**src/rtl/xup_debounce2_pkg.sv**
```systemverilog
// Shared types and constants for the xup_debounce2 input conditioner.
//   db_state_t   per-channel debounce state
//   SYNC_STAGES  depth of the input synchronizer
//   cnt_width()  bits needed to hold a stability count of 0..n
package xup_pkg;

  typedef enum logic [1:0] {
    STABLE_LO = 2'd0,
    CHK_HI    = 2'd1,
    STABLE_HI = 2'd2,
    CHK_LO    = 2'd3
  } db_state_t;

  localparam int SYNC_STAGES = 2;

  function automatic int cnt_width(input int n);
    return $clog2(n + 1);
  endfunction

endpackage

```
**src/rtl/xup_debounce2_if.sv**
```systemverilog
// Pin-side bundle of the debouncer.
//   din   raw asynchronous pin levels (driven by master)
//   dout  debounced levels
//   rise  one-cycle pulse after dout goes 0->1
//   fall  one-cycle pulse after dout goes 1->0
// master: board/pin side, slave: the debouncer.
interface xup_debounce2_if #(
  parameter int WIDTH = 2
);
  logic [WIDTH-1:0] din;
  logic [WIDTH-1:0] dout;
  logic [WIDTH-1:0] rise;
  logic [WIDTH-1:0] fall;

  modport master (output din, input dout, input rise, input fall);
  modport slave  (input din, output dout, output rise, output fall);
endinterface

```
**src/rtl/xup_debounce2_ch.sv**
```systemverilog
// One debounce channel: 2-flop synchronizer, stability FSM with a saturating
// counter, and optional registered edge pulses.
//   clk, reset_n  clock and asynchronous active-low reset
//   din_i         raw pin level
//   dout_o        debounced level
//   rise_o/fall_o one-cycle pulse the cycle after dout_o changes
// Optional feature macro: XUP_DEBOUNCE_EDGE_EN (edge pulses built when defined,
// otherwise rise_o/fall_o are tied low).
//
// state     | meaning
// ----------+-------------------------------------------------
// STABLE_LO | accepted level 0, waiting for a high sample
// CHK_HI    | counting consecutive high samples
// STABLE_HI | accepted level 1, waiting for a low sample
// CHK_LO    | counting consecutive low samples
module xup_debounce_ch
  import xup_pkg::*;
#(
  parameter int STABLE_CYCLES = 1000000
) (
  input  logic clk,
  input  logic reset_n,
  input  logic din_i,
  output logic dout_o,
  output logic rise_o,
  output logic fall_o
);

  localparam int CNT_W = cnt_width(STABLE_CYCLES);
  localparam logic [CNT_W-1:0] CNT_MAX = CNT_W'(STABLE_CYCLES);
  localparam logic [CNT_W-1:0] CNT_ONE = CNT_W'(1);

  logic [SYNC_STAGES-1:0] sync_q;
  logic                   s;
  db_state_t              state_q, state_d;
  logic [CNT_W-1:0]       cnt_q, cnt_d;
  logic                   dout_q, dout_d;

  assign s = sync_q[SYNC_STAGES-1];

  always_ff @(posedge clk or negedge reset_n) begin
    if (!reset_n) begin
      sync_q  <= '0;
      state_q <= STABLE_LO;
      cnt_q   <= '0;
      dout_q  <= 1'b0;
    end else begin
      sync_q  <= {sync_q[SYNC_STAGES-2:0], din_i};
      state_q <= state_d;
      cnt_q   <= cnt_d;
      dout_q  <= dout_d;
    end
  end

  // Entering a CHK state already counts the first differing sample, so the
  // level is accepted once it has been seen STABLE_CYCLES+1 times in a row.
  always_comb begin
    state_d = state_q;
    cnt_d   = cnt_q;
    case (state_q)
      STABLE_LO: begin
        if (s) begin
          state_d = CHK_HI;
          cnt_d   = CNT_ONE;
        end
      end
      CHK_HI: begin
        if (!s) begin
          state_d = STABLE_LO;
          cnt_d   = '0;
        end else if (cnt_q >= CNT_MAX) begin
          state_d = STABLE_HI;
          cnt_d   = '0;
        end else begin
          cnt_d = cnt_q + CNT_ONE;
        end
      end
      STABLE_HI: begin
        if (!s) begin
          state_d = CHK_LO;
          cnt_d   = CNT_ONE;
        end
      end
      CHK_LO: begin
        if (s) begin
          state_d = STABLE_HI;
          cnt_d   = '0;
        end else if (cnt_q >= CNT_MAX) begin
          state_d = STABLE_LO;
          cnt_d   = '0;
        end else begin
          cnt_d = cnt_q + CNT_ONE;
        end
      end
      default: begin
        state_d = STABLE_LO;
        cnt_d   = '0;
      end
    endcase
  end

  // The accepted level is 1 while high is settled or while a drop is only
  // being qualified.
  always_comb begin
    dout_d = (state_d == STABLE_HI) || (state_d == CHK_LO);
  end

  assign dout_o = dout_q;

`ifdef XUP_DEBOUNCE_EDGE_EN
  logic dout_dly_q;
  logic rise_q;
  logic fall_q;

  always_ff @(posedge clk or negedge reset_n) begin
    if (!reset_n) begin
      dout_dly_q <= 1'b0;
      rise_q     <= 1'b0;
      fall_q     <= 1'b0;
    end else begin
      dout_dly_q <= dout_q;
      rise_q     <= dout_q & ~dout_dly_q;
      fall_q     <= ~dout_q & dout_dly_q;
    end
  end

  assign rise_o = rise_q;
  assign fall_o = fall_q;
`else
  assign rise_o = 1'b0;
  assign fall_o = 1'b0;
`endif

endmodule

```
**src/rtl/xup_debounce2.sv**
```systemverilog
// Input conditioner for slide-switch / push-button pins: WIDTH independent
// synchronize-and-debounce channels feeding clean levels to the gate stages.
//   clk      system clock, rising edge
//   reset_n  asynchronous active-low reset
//   bus      xup_debounce2_if slave: din in; dout, rise, fall out
// Optional feature macro: XUP_DEBOUNCE_EDGE_EN (registered rise/fall pulses;
// when undefined the rise/fall ports stay but read 0).
module xup_debounce2
  import xup_pkg::*;
#(
  parameter int WIDTH         = 2,
  parameter int STABLE_CYCLES = 1000000
) (
  input  logic            clk,
  input  logic            reset_n,
  xup_debounce2_if.slave  bus
);

  logic [WIDTH-1:0] dout_w;
  logic [WIDTH-1:0] rise_w;
  logic [WIDTH-1:0] fall_w;

  for (genvar i = 0; i < WIDTH; i++) begin : g_ch
    xup_debounce_ch #(
      .STABLE_CYCLES(STABLE_CYCLES)
    ) u_ch (
      .clk     (clk),
      .reset_n (reset_n),
      .din_i   (bus.din[i]),
      .dout_o  (dout_w[i]),
      .rise_o  (rise_w[i]),
      .fall_o  (fall_w[i])
    );
  end

  assign bus.dout = dout_w;
  assign bus.rise = rise_w;
  assign bus.fall = fall_w;

endmodule

```
**src/flat_wrapper.sv**
```systemverilog
// flat-port wrapper written by rule: the top's interface ports become plain ports
module xup_debounce2_flat import xup_pkg::*;
#(
  parameter int WIDTH         = 2,
  parameter int STABLE_CYCLES = 1000000
)
  (clk, reset_n, bus_din, bus_dout, bus_rise, bus_fall);
  xup_debounce2_if #(.WIDTH(WIDTH)) bus_i ();
  input  logic clk;
  input  logic reset_n;
  input wire logic [$bits(bus_i.din)-1:0] bus_din;
  output wire logic [$bits(bus_i.dout)-1:0] bus_dout;
  output wire logic [$bits(bus_i.rise)-1:0] bus_rise;
  output wire logic [$bits(bus_i.fall)-1:0] bus_fall;
  assign bus_i.din = bus_din;
  assign bus_dout = bus_i.dout;
  assign bus_rise = bus_i.rise;
  assign bus_fall = bus_i.fall;
  xup_debounce2 #(.WIDTH(WIDTH), .STABLE_CYCLES(STABLE_CYCLES)) u_core (.clk(clk), .reset_n(reset_n), .bus(bus_i));
endmodule
```
**config.mk**
```make
export PLATFORM = sky130hd
export DESIGN_NAME = xup_debounce2_flat
export DESIGN_NICKNAME = d
export VERILOG_FILES = /design/src/rtl/xup_debounce2_pkg.sv /design/src/rtl/xup_debounce2_if.sv /design/src/rtl/xup_debounce2_ch.sv /design/src/rtl/xup_debounce2.sv /design/src/flat_wrapper.sv
export SDC_FILE = /design/constraint.sdc
export NUM_CORES = 1
export LEC_CHECK = 0
export ABC_CLOCK_PERIOD_IN_PS = 5400
export CORE_MARGIN = 4
export CORE_UTILIZATION = 55
export DETAILED_ROUTE_END_ITERATION = 16
export PLACE_DENSITY_LB_ADDON = 0.3
export SETUP_SLACK_MARGIN = 0.15
export SLEW_MARGIN = 20
export SYNTH_ARGS = -nofsm -noshare
export SYNTH_HDL_FRONTEND = slang
export SYNTH_SLANG_ARGS = --single-unit
```
**constraint.sdc**
```tcl
create_clock -name clk -period 5.4 [get_ports clk]
set_input_delay 0.81 -clock clk [delete_from_list [all_inputs] [get_ports clk]]
set_output_delay 0.81 -clock clk [all_outputs]
set_load 0.01 [all_outputs]
```
**After elaboration in Yosys (flattened, before gate mapping)**

Cells that the tools add are included.

- Flip-flop bits (word level): 50
- Bits of input ports: 4

- Muxes and demuxes: 26
- $add $sub $neg: 2
- Equality and inequality tests: 14
- Magnitude comparators: 2
- Reductions and logical operators: 6

Operators with widths:

| operator | count |
|---|---|
| $mux 20 | 10 |
| $pmux 20 s4 | 2 |
| $add 20x1->20 const B | 2 |
| $ge 20x20->1 const B | 2 |
| $mux 2 | 12 |
| $eq 2x2->1 const B | 8 |
| $pmux 2 s4 | 2 |
| $ne 2x2->1 const B | 4 |
| $eq 2x1->1 const B | 2 |
| $logic_not 2->1 | 2 |
| $reduce_and 2->1 | 2 |
| $logic_or 1x1->1 | 2 |

**Depth between registers and ports, before layout**

Gate-level depths: netlist (run 1).

- Depth in word-level cells: 6
- Depth in mapped cells: 7

**Cells and area by module**

A second synthesis (run 1) with hierarchy kept.

- Cell total of the unflattened synthesis: 286
- Area, all modules: 2720.1 sq um

By module, submodules not included:

| module | sequential area each (sq um) | area each (sq um) | instances | cells an instance |
|---|---|---|---|---|
| xup_debounce_ch | 625.6 | 1360.1 | 2 | 143 |

**Worst setup path before layout (run 1)**

Ideal clock, no wire load.

- Path kind: register to register
- Start: reg u_core.g_ch[0].u_ch.cnt_q[0]
- End: reg u_core.g_ch[0].u_ch.cnt_q[18]
- Required time: 5.321 ns
- Arrival time: 1.702 ns
- Slack: 3.619 ns
- Cell stages (with the launch flop): 7
- Cell sequence: dfrtp_1 -> ha_1 -> nand3_1 -> nor3_2 -> nand2_1 -> or4_1 -> mux2i_1

- Cells in the longest elaborated chain, start to end: 4
- Elaborated cells between the ends (all ways): 6
- Classes of those cells: 1 x add/sub; 1 x order compare; 4 x mux

Ends and longest elaborated chain:

| what | line | RTL |
|---|---|---|
| start: declaration | xup_debounce2_ch.sv:36 | `logic [CNT_W-1:0] cnt_q, cnt_d;` |
| start signal: assignment | xup_debounce2_ch.sv:50 | `cnt_q <= cnt_d;` |
| $add 20x1->20 or $ge 20x20->1 (tied branches) | -- |  |
| $mux 20 (*) | xup_debounce2_ch.sv:71, xup_debounce2_ch.sv:88 |  |
| $mux 20, on equally long branches | xup_debounce2_ch.sv:85, xup_debounce2_ch.sv:68 |  |
| $pmux 20 s4 (*) | xup_debounce2_ch.sv:60 | `case (state_q)` |

Mark *: on every way between the ends. The rest lies on a longest branch, timed or not.
A chain may end at the register's enable or synchronous reset.

**Worst setup path in the final report (run 1)**

- Start: reg u_core.g_ch[1].u_ch.sync_q[1]
- End: reg u_core.g_ch[1].u_ch.cnt_q[19]

- Cells in the longest elaborated chain, start to end: 2
- Elaborated cells between the ends (all ways): 6
- Classes of those cells: 2 x eq/ne; 3 x mux; 1 x reduce/logical

Ends and longest elaborated chain:

| what | line | RTL |
|---|---|---|
| start: declaration | xup_debounce2_ch.sv:33 | `logic [SYNC_STAGES-1:0] sync_q;` |
| start signal: assignment | xup_debounce2_ch.sv:48 | `sync_q <= {sync_q[SYNC_STAGES-2:0], din_i};` |
| $mux 20 (tied with other cells) | xup_debounce2_ch.sv:85 | `if (s) begin` |
| $pmux 20 s4 or $reduce_and 2->1 (tied branches) | -- |  |
| end signal: assignment | xup_debounce2_ch.sv:50 |  |
| end: declaration | xup_debounce2_ch.sv:36 |  |

Several ways; a longest one is shown, not always the timed one.

==> metrics, run 1 <==
status complete, no violations; Tmin final 2.12 ns; crit path cell chain xor2_1, nand2_1, a21oi_4, and4b_1, o22a_1; via count roughly 2100; Yosys cell types 53; DR WL/cell approximately 14 µm; # fillers between 400 and 500; worst setup path class reg -> reg; Max Cap Violations 0; Tcrit/Tclk final roughly 39%; Critical path destination u_core.g_ch[1].u_ch.cnt_q[19]$_DFFE_PN0P_; post-DR vias/cell ~6; Resize count post-CTS 0; I/O pin count 10; CP max FO 30; worst reg-to-reg path cell count 5; met3 wirelength from detailed routing between 150 and 200 µm; nets@finish 300; largest vdd supply drop between 0.15 and 0.2 mV; pre-CTS setup slack 2.99 ns; dominant synthesized flop cell dfrtp_1; required time worst endpoint around 5.6 ns; Synth area leader dfrtp_1; crit end category flip-flop; top layer in use met4; Buf+Inv Stages, Crit Path 0; Clock transition at path regs around 0.090 ns; Initial DRT Pass Iterations 4; die width between 70 and 80 µm; RR Startpoint u_core.g_ch[1].u_ch.sync_q[1]$_DFF_PN0_; Post-Synthesis Cells ~300; Seq/Total Area, Yosys 45.0%; Post-Syn Area per Cell about 9.4 µm²; Die Y between 70 and 80 µm; Crit path max-delay family compound AO/OA/AOI/OAI gates; vias in the first global route about 2000; GP Congestion 0.815; total CTS buffers 5; Antenna Nets Post-Route 0; Synth top area share between 40% and 50%; root buf cell clkbuf_8; worst hold path class reg -> reg; Worst path slowest cell a21oi_4; # rows 25; top cells by count, synth 50 x dfrtp_1, 34 x nand3_1, 29 x nand2_1, 27 x a21oi_1, 20 x mux2i_1; WP depth 5; most frequent cell after synthesis dfrtp_1; GRT Total Usage ~18%; Slew headroom around 25%; pin count of the biggest net entering global routing 51; CP startpoint kind flip-flop; Starting DRT DRC Count between 100 and 150; worst skew pair latency 0.30 ns; Area growth, synth to finish 5.45%; Worst Max-Slew Pin Slew 1.12 ns; Core ar. ~4800 µm²; Setup-failing EPs final 0; Leak Pwr ~1.2 nW; Slowest Stage Delay on Critical Path approximately 0.63 ns; RSZ-0062 raised after global routing false; EDFF count, synth 0; dpl hpwl 3410 µm; Post-CTS Hold Buffers 0; synth warn 0; PortBufs 5; Max H-tree Level 2; Total Wirelength approximately 5000 µm; Max Buffers Root-to-Sink 2; met2 WL post-DR ~2100 µm; fin. max-slew vios 0; FMAX roughly 0.47 GHz; Fin. Hold Viols 0; initial core utilization ~58%; layout cells sized above 1 roughly a tenth; #FFs+latches synth 50; Post-CTS Setup Inserts 0; Critical path origin u_core.g_ch[1].u_ch.sync_q[1]$_DFF_PN0_; DR DRC count 0; overall power approximately 0.66 mW; Ant. Diodes 0; clk sink count 50; async set-reset flop share out of synthesis 100%; die area around 6300 µm²; setup_tns 0 ns; first-pass GRT wire length 8910 µm; FF-to-FF setup slack roughly 3.3 ns; largest cells by area after synthesis dfrtp_1 45%, mux2i_1 7.2%, nand3_1 6.1%; CP arrival approximately 2.4 ns; total grt overflow 0; initial antenna violation count 0; CTS tree done; M1 WL roughly 2600 µm; Final Worst Setup Slack 3.28 ns; PwrDens ~230 nW/µm²; skew final roughly 0.0042 ns; Syn Std Cell Area about 2800 µm²; RR Endpoint u_core.g_ch[1].u_ch.cnt_q[19]$_DFFE_PN0P_
-- final cells by class --
| type | instances | area [µm²] | share of cell area (%) |
|---|---|---|---|
| multi-input cells | 218 | 1410 | 48.1 |
| well taps | 67 | 83.8 | 2.86 |
| repair buffers | 5 | 47.5 | 1.62 |
| clock inverters | 2 | 12.5 | 0.427 |
| inverters | 12 | 45.0 | 1.54 |
| clock buffers | 6 | 82.6 | 2.82 |
| flip-flops and latches | 50 | 1250 | 42.7 |
-- sequential cells by signal, summed over array words and instances (netlist names) --
| signal | flops |
|---|---|
| u_core.g_ch.u_ch.cnt_q | 40 |
| u_core.g_ch.u_ch.state_q | 4 |
| u_core.g_ch.u_ch.sync_q | 4 |
| u_core.g_ch.u_ch.dout_o | 2 |
-- how the worst min path moves through the flow --
stage	slack, ns	end	start	cells after the start
after CTS	0.36	u_core.g_ch[0].u_ch.sync_q[1]$_DFF_PN0_	u_core.g_ch[0].u_ch.sync_q[0]$_DFF_PN0_	0
after global placement	0.34	u_core.g_ch[0].u_ch.sync_q[1]$_DFF_PN0_	u_core.g_ch[0].u_ch.sync_q[0]$_DFF_PN0_	0
after global routing	0.38	u_core.g_ch[0].u_ch.sync_q[1]$_DFF_PN0_	u_core.g_ch[0].u_ch.sync_q[0]$_DFF_PN0_	0
after floorplan	0.33	u_core.g_ch[0].u_ch.sync_q[1]$_DFF_PN0_	u_core.g_ch[0].u_ch.sync_q[0]$_DFF_PN0_	0
final	0.36	u_core.g_ch[0].u_ch.sync_q[1]$_DFF_PN0_	u_core.g_ch[0].u_ch.sync_q[0]$_DFF_PN0_	0
after detailed placement	0.34	u_core.g_ch[0].u_ch.sync_q[1]$_DFF_PN0_	u_core.g_ch[0].u_ch.sync_q[0]$_DFF_PN0_	0
-- power breakdown --
part | switching, mW | internal [mW] | total (mW)
Combinational | 0.0318 | 0.0156 | 0.0474
Sequential | 0.00855 | 0.381 | 0.390
Clock | 0.122 | 0.103 | 0.225
-- layout by cell type (no fill, tap or decap), types with 6 or more instances in the layout --
cell,instances
dfrtp_1,50
o21ai_0,12
clkbuf_8,6
nand2_1,29
nand3_1,34
a21oi_1,25
mux2i_1,20
nor2_1,12
inv_1,12
nand4_1,8
-- metrics by stage --
step,hold slack [ns],util (%),cells,instance area [µm²]
global placement,0.337,58.5,352,2820
detailed placement,0.341,58.5,352,2820
global route,0.376,60.9,360,2930
finish,0.357,60.9,360,2930
CTS,0.363,60.5,360,2910
floorplan,0.331,-,299,2790
-- routing by layer --
metal | GRT usage, % | vias to the layer above
met5 | 0 | -
met4 | 6.01 | 0
met3 | 3.97 | 7
met2 | 25.6 | 42
met1 | 26.1 | 1009
li1 | - | 1050
-- cells by family (layout without fill, tap and decap cells) --
family                   Yosys count  in the layout  share of synthesized area [%]
other                              1              4                          0.135
adder cells (fa/ha/maj)            4              4                           1.80
flip-flops                        50             50                           45.0
buffers and inverters             31             25                           5.62
XOR/XNOR                           3              3                          0.945
multiplexers                      24             24                           8.82
AO/OA/AOI/OAI                     60             60                           13.1
AND/OR/NAND/NOR                  123            123                           24.6
No activity file was read; power rests on OpenSTA's default activity.
==> inputs of run 2 (changes only) <==
Settings changed: ABC_CLOCK_PERIOD_IN_PS 5400 to 1800.
Clock period 5.4 ns to 1.8 ns, I/O delays scaled along.
==> metrics, run 2 (synthesis gave the netlist of run 1 again) <==
status finished, violations left; failing checks negative setup slack; Tcrit/Tclk final 101% (+62 points); initial core utilization 57.7% (unchanged); die area 6260 µm² (unchanged); # fillers 251 (-40%); CP arrival 2.06 ns (-0.30 ns); GRT Total Usage 23.9% (+6.2 points); Critical path origin u_core.g_ch[0].u_ch.sync_q[1]$_DFF_PN0_; layout cells sized above 1 39.6% (+30 points); max reg flops 40 (unchanged); Antenna Nets Post-Route 0 (unchanged); vias in the first global route 2475 (+26%); Critical path destination u_core.g_ch[0].u_ch.cnt_q[8]$_DFFE_PN0P_; die width 79.1 µm (unchanged); # rows 25 (unchanged); nets@finish 378 (+26%); Die Y 79.1 µm (unchanged); CTS tree done; Clock transition at path regs 0.10 ns (about the same); worst hold path class reg -> reg; via count 2795 (+33%); CP startpoint kind flip-flop; FF-to-FF setup slack -0.02 ns (-3.30 ns); Max Cap Violations 0 (unchanged); RR Endpoint u_core.g_ch[0].u_ch.cnt_q[8]$_DFFE_PN0P_; total grt overflow 0 (unchanged); largest vdd supply drop 0.693 mV (+300%); fin. max-slew vios 0 (unchanged); design area 3820 µm² (+30%); Max H-tree Level 2 (unchanged); Total Wirelength 8750 µm (+75%); RR Startpoint u_core.g_ch[0].u_ch.sync_q[1]$_DFF_PN0_; setup_tns -0.0522 ns (-0.0522 ns); first-pass GRT wire length 11800 µm (+33%); commonest cells after routing, fill and taps aside 62 x buf_4, 49 x dfrtp_1, 24 x nand3_1, 24 x nand2_1, 20 x mux2i_1; RSZ-0062 raised after global routing true; final hold slack 0.364 ns (+0.00737 ns); total CTS buffers 5 (unchanged); Tmin final 1.82 ns (-0.304 ns); overall power 2.33 mW (+250%); DR DRC count 0 (unchanged); largest registers u_core.g_ch.u_ch.cnt_q: 40 flops, u_core.g_ch.u_ch.state_q: 4 flops, u_core.g_ch.u_ch.sync_q: 4 flops; Area growth, synth to finish 37.4%; root buf cell clkbuf_8; post-DR vias/cell 6.38 (+9.0%); Biggest register u_core.g_ch.u_ch.cnt_q; dpl hpwl 4230 µm (+24%); Ant. Diodes 0 (unchanged); initial antenna violation count 0 (unchanged); skew final 0.00871 ns (+0.00448 ns); Leak Pwr 1.71 nW (+42%); required time worst endpoint 2.04 ns (-3.60 ns); worst skew pair latency 0.32 ns (+0.02 ns); Starting DRT DRC Count 264 (+86%); PwrDens 610 nW/µm² (+170%); worst reg-to-reg path cell count 6 (+1); Initial DRT Pass Iterations 5 (+1); crit end category flip-flop; DP Area 3130 µm² (+11%); Max Buffers Root-to-Sink 2 (unchanged); DR WL/cell 20.0 µm (+43%); PortBufs 5 (unchanged); Core ar. 4820 µm² (unchanged); pre-CTS setup slack -0.0311 ns (-3.02 ns); Fin. Hold Viols 0 (unchanged); I/O pin count 10 (unchanged); Setup-failing EPs final 4 (+4); GP Congestion 0.831 (+2.0%); worst setup path class reg -> reg; pin count of the biggest net entering global routing 20 (-61%); clk sink count 50 (unchanged); FMAX 0.549 GHz (+17%); most common cell after layout, fill and taps aside buf_4; CP max FO 6 (-80%); Final Worst Setup Slack -0.0202 ns (-3.30 ns)
[run 2: cell count changes in the layout (fill, tap and decap cells not counted), sizes merged]
| cell | delta |
|---|---|
| buf | +77 |
| inv | +2 |
| bufinv | +1 |
| clkbuf | -1 |
| clkinv | -1 |
| clkinvlp | -1 |
| dlygate4sd3 | +1 |
[run 2: worst min-delay path by stage]
stage / endpoint / slack, ns / from / cells after the start
after floorplan: u_core.g_ch[0].u_ch.cnt_q[0]$_DFFE_PN0P_ / -0.03 / reset_n / 0
after CTS: u_core.g_ch[0].u_ch.sync_q[1]$_DFF_PN0_ / 0.36 / u_core.g_ch[0].u_ch.sync_q[0]$_DFF_PN0_ / 0
after global routing: u_core.g_ch[0].u_ch.sync_q[1]$_DFF_PN0_ / 0.38 / u_core.g_ch[0].u_ch.sync_q[0]$_DFF_PN0_ / 0
after detailed placement: u_core.g_ch[1].u_ch.cnt_q[12]$_DFFE_PN0P_ / 0.21 / reset_n / 1
after global placement: u_core.g_ch[1].u_ch.cnt_q[12]$_DFFE_PN0P_ / 0.21 / reset_n / 1
final: u_core.g_ch[0].u_ch.sync_q[1]$_DFF_PN0_ / 0.36 / u_core.g_ch[0].u_ch.sync_q[0]$_DFF_PN0_ / 0
[run 2: cell type report]
type	instances	area [µm²]	area share (%)
multi-input cells	218	1640	42.9
flip-flops and latches	50	1250	32.8
repair buffers	83	683	17.9
well taps	67	83.8	2.20
clock buffers	5	68.8	1.80
clock inverters	3	47.5	1.25
inverters	12	45.0	1.18
[run 2: worst max-delay path: stages (launching register included)]
cell and delay [ns]:
dfrtp_1 0.45, xor2_2 0.35, nand2_2 0.20, a21oi_4 0.32
buf_6 0.19, a21oi_2 0.06, mux2i_1 0.16
[run 2: power breakdown]
group | total (mW) | internal [mW] | switching, mW
Clock | 0.862 | 0.425 | 0.437
Combinational | 0.300 | 0.132 | 0.168
Sequential | 1.17 | 1.14 | 0.0236
[run 2: per-layer routing]
metal  global-route usage (%)  part of all wire [%]  vias up
met4                     6.70                   3.1        0
li1                         -                     -     1208
met3                     4.54                   7.1       40
met1                     32.0                    41     1378
met5                        0                     0        -
met2                     39.6                    49      169
[run 2: through the flow]
step / std cells / utilization, %
final: 438 / 79.3
after global routing: 438 / 79.3
after CTS: 427 / 73.5
after detailed placement: 393 / 65.0
after global placement: 393 / 65.0
after floorplan: 299 / -
[run 2: timing repair]
item	in CTS	in global routing
pin swaps	14	19
hold endpoints to repair	15	0
resized for setup	29	54
endpoints found under the setup margin	38	42
hold buffers	1	0
gates cloned	2	4
setup buffers	23	7
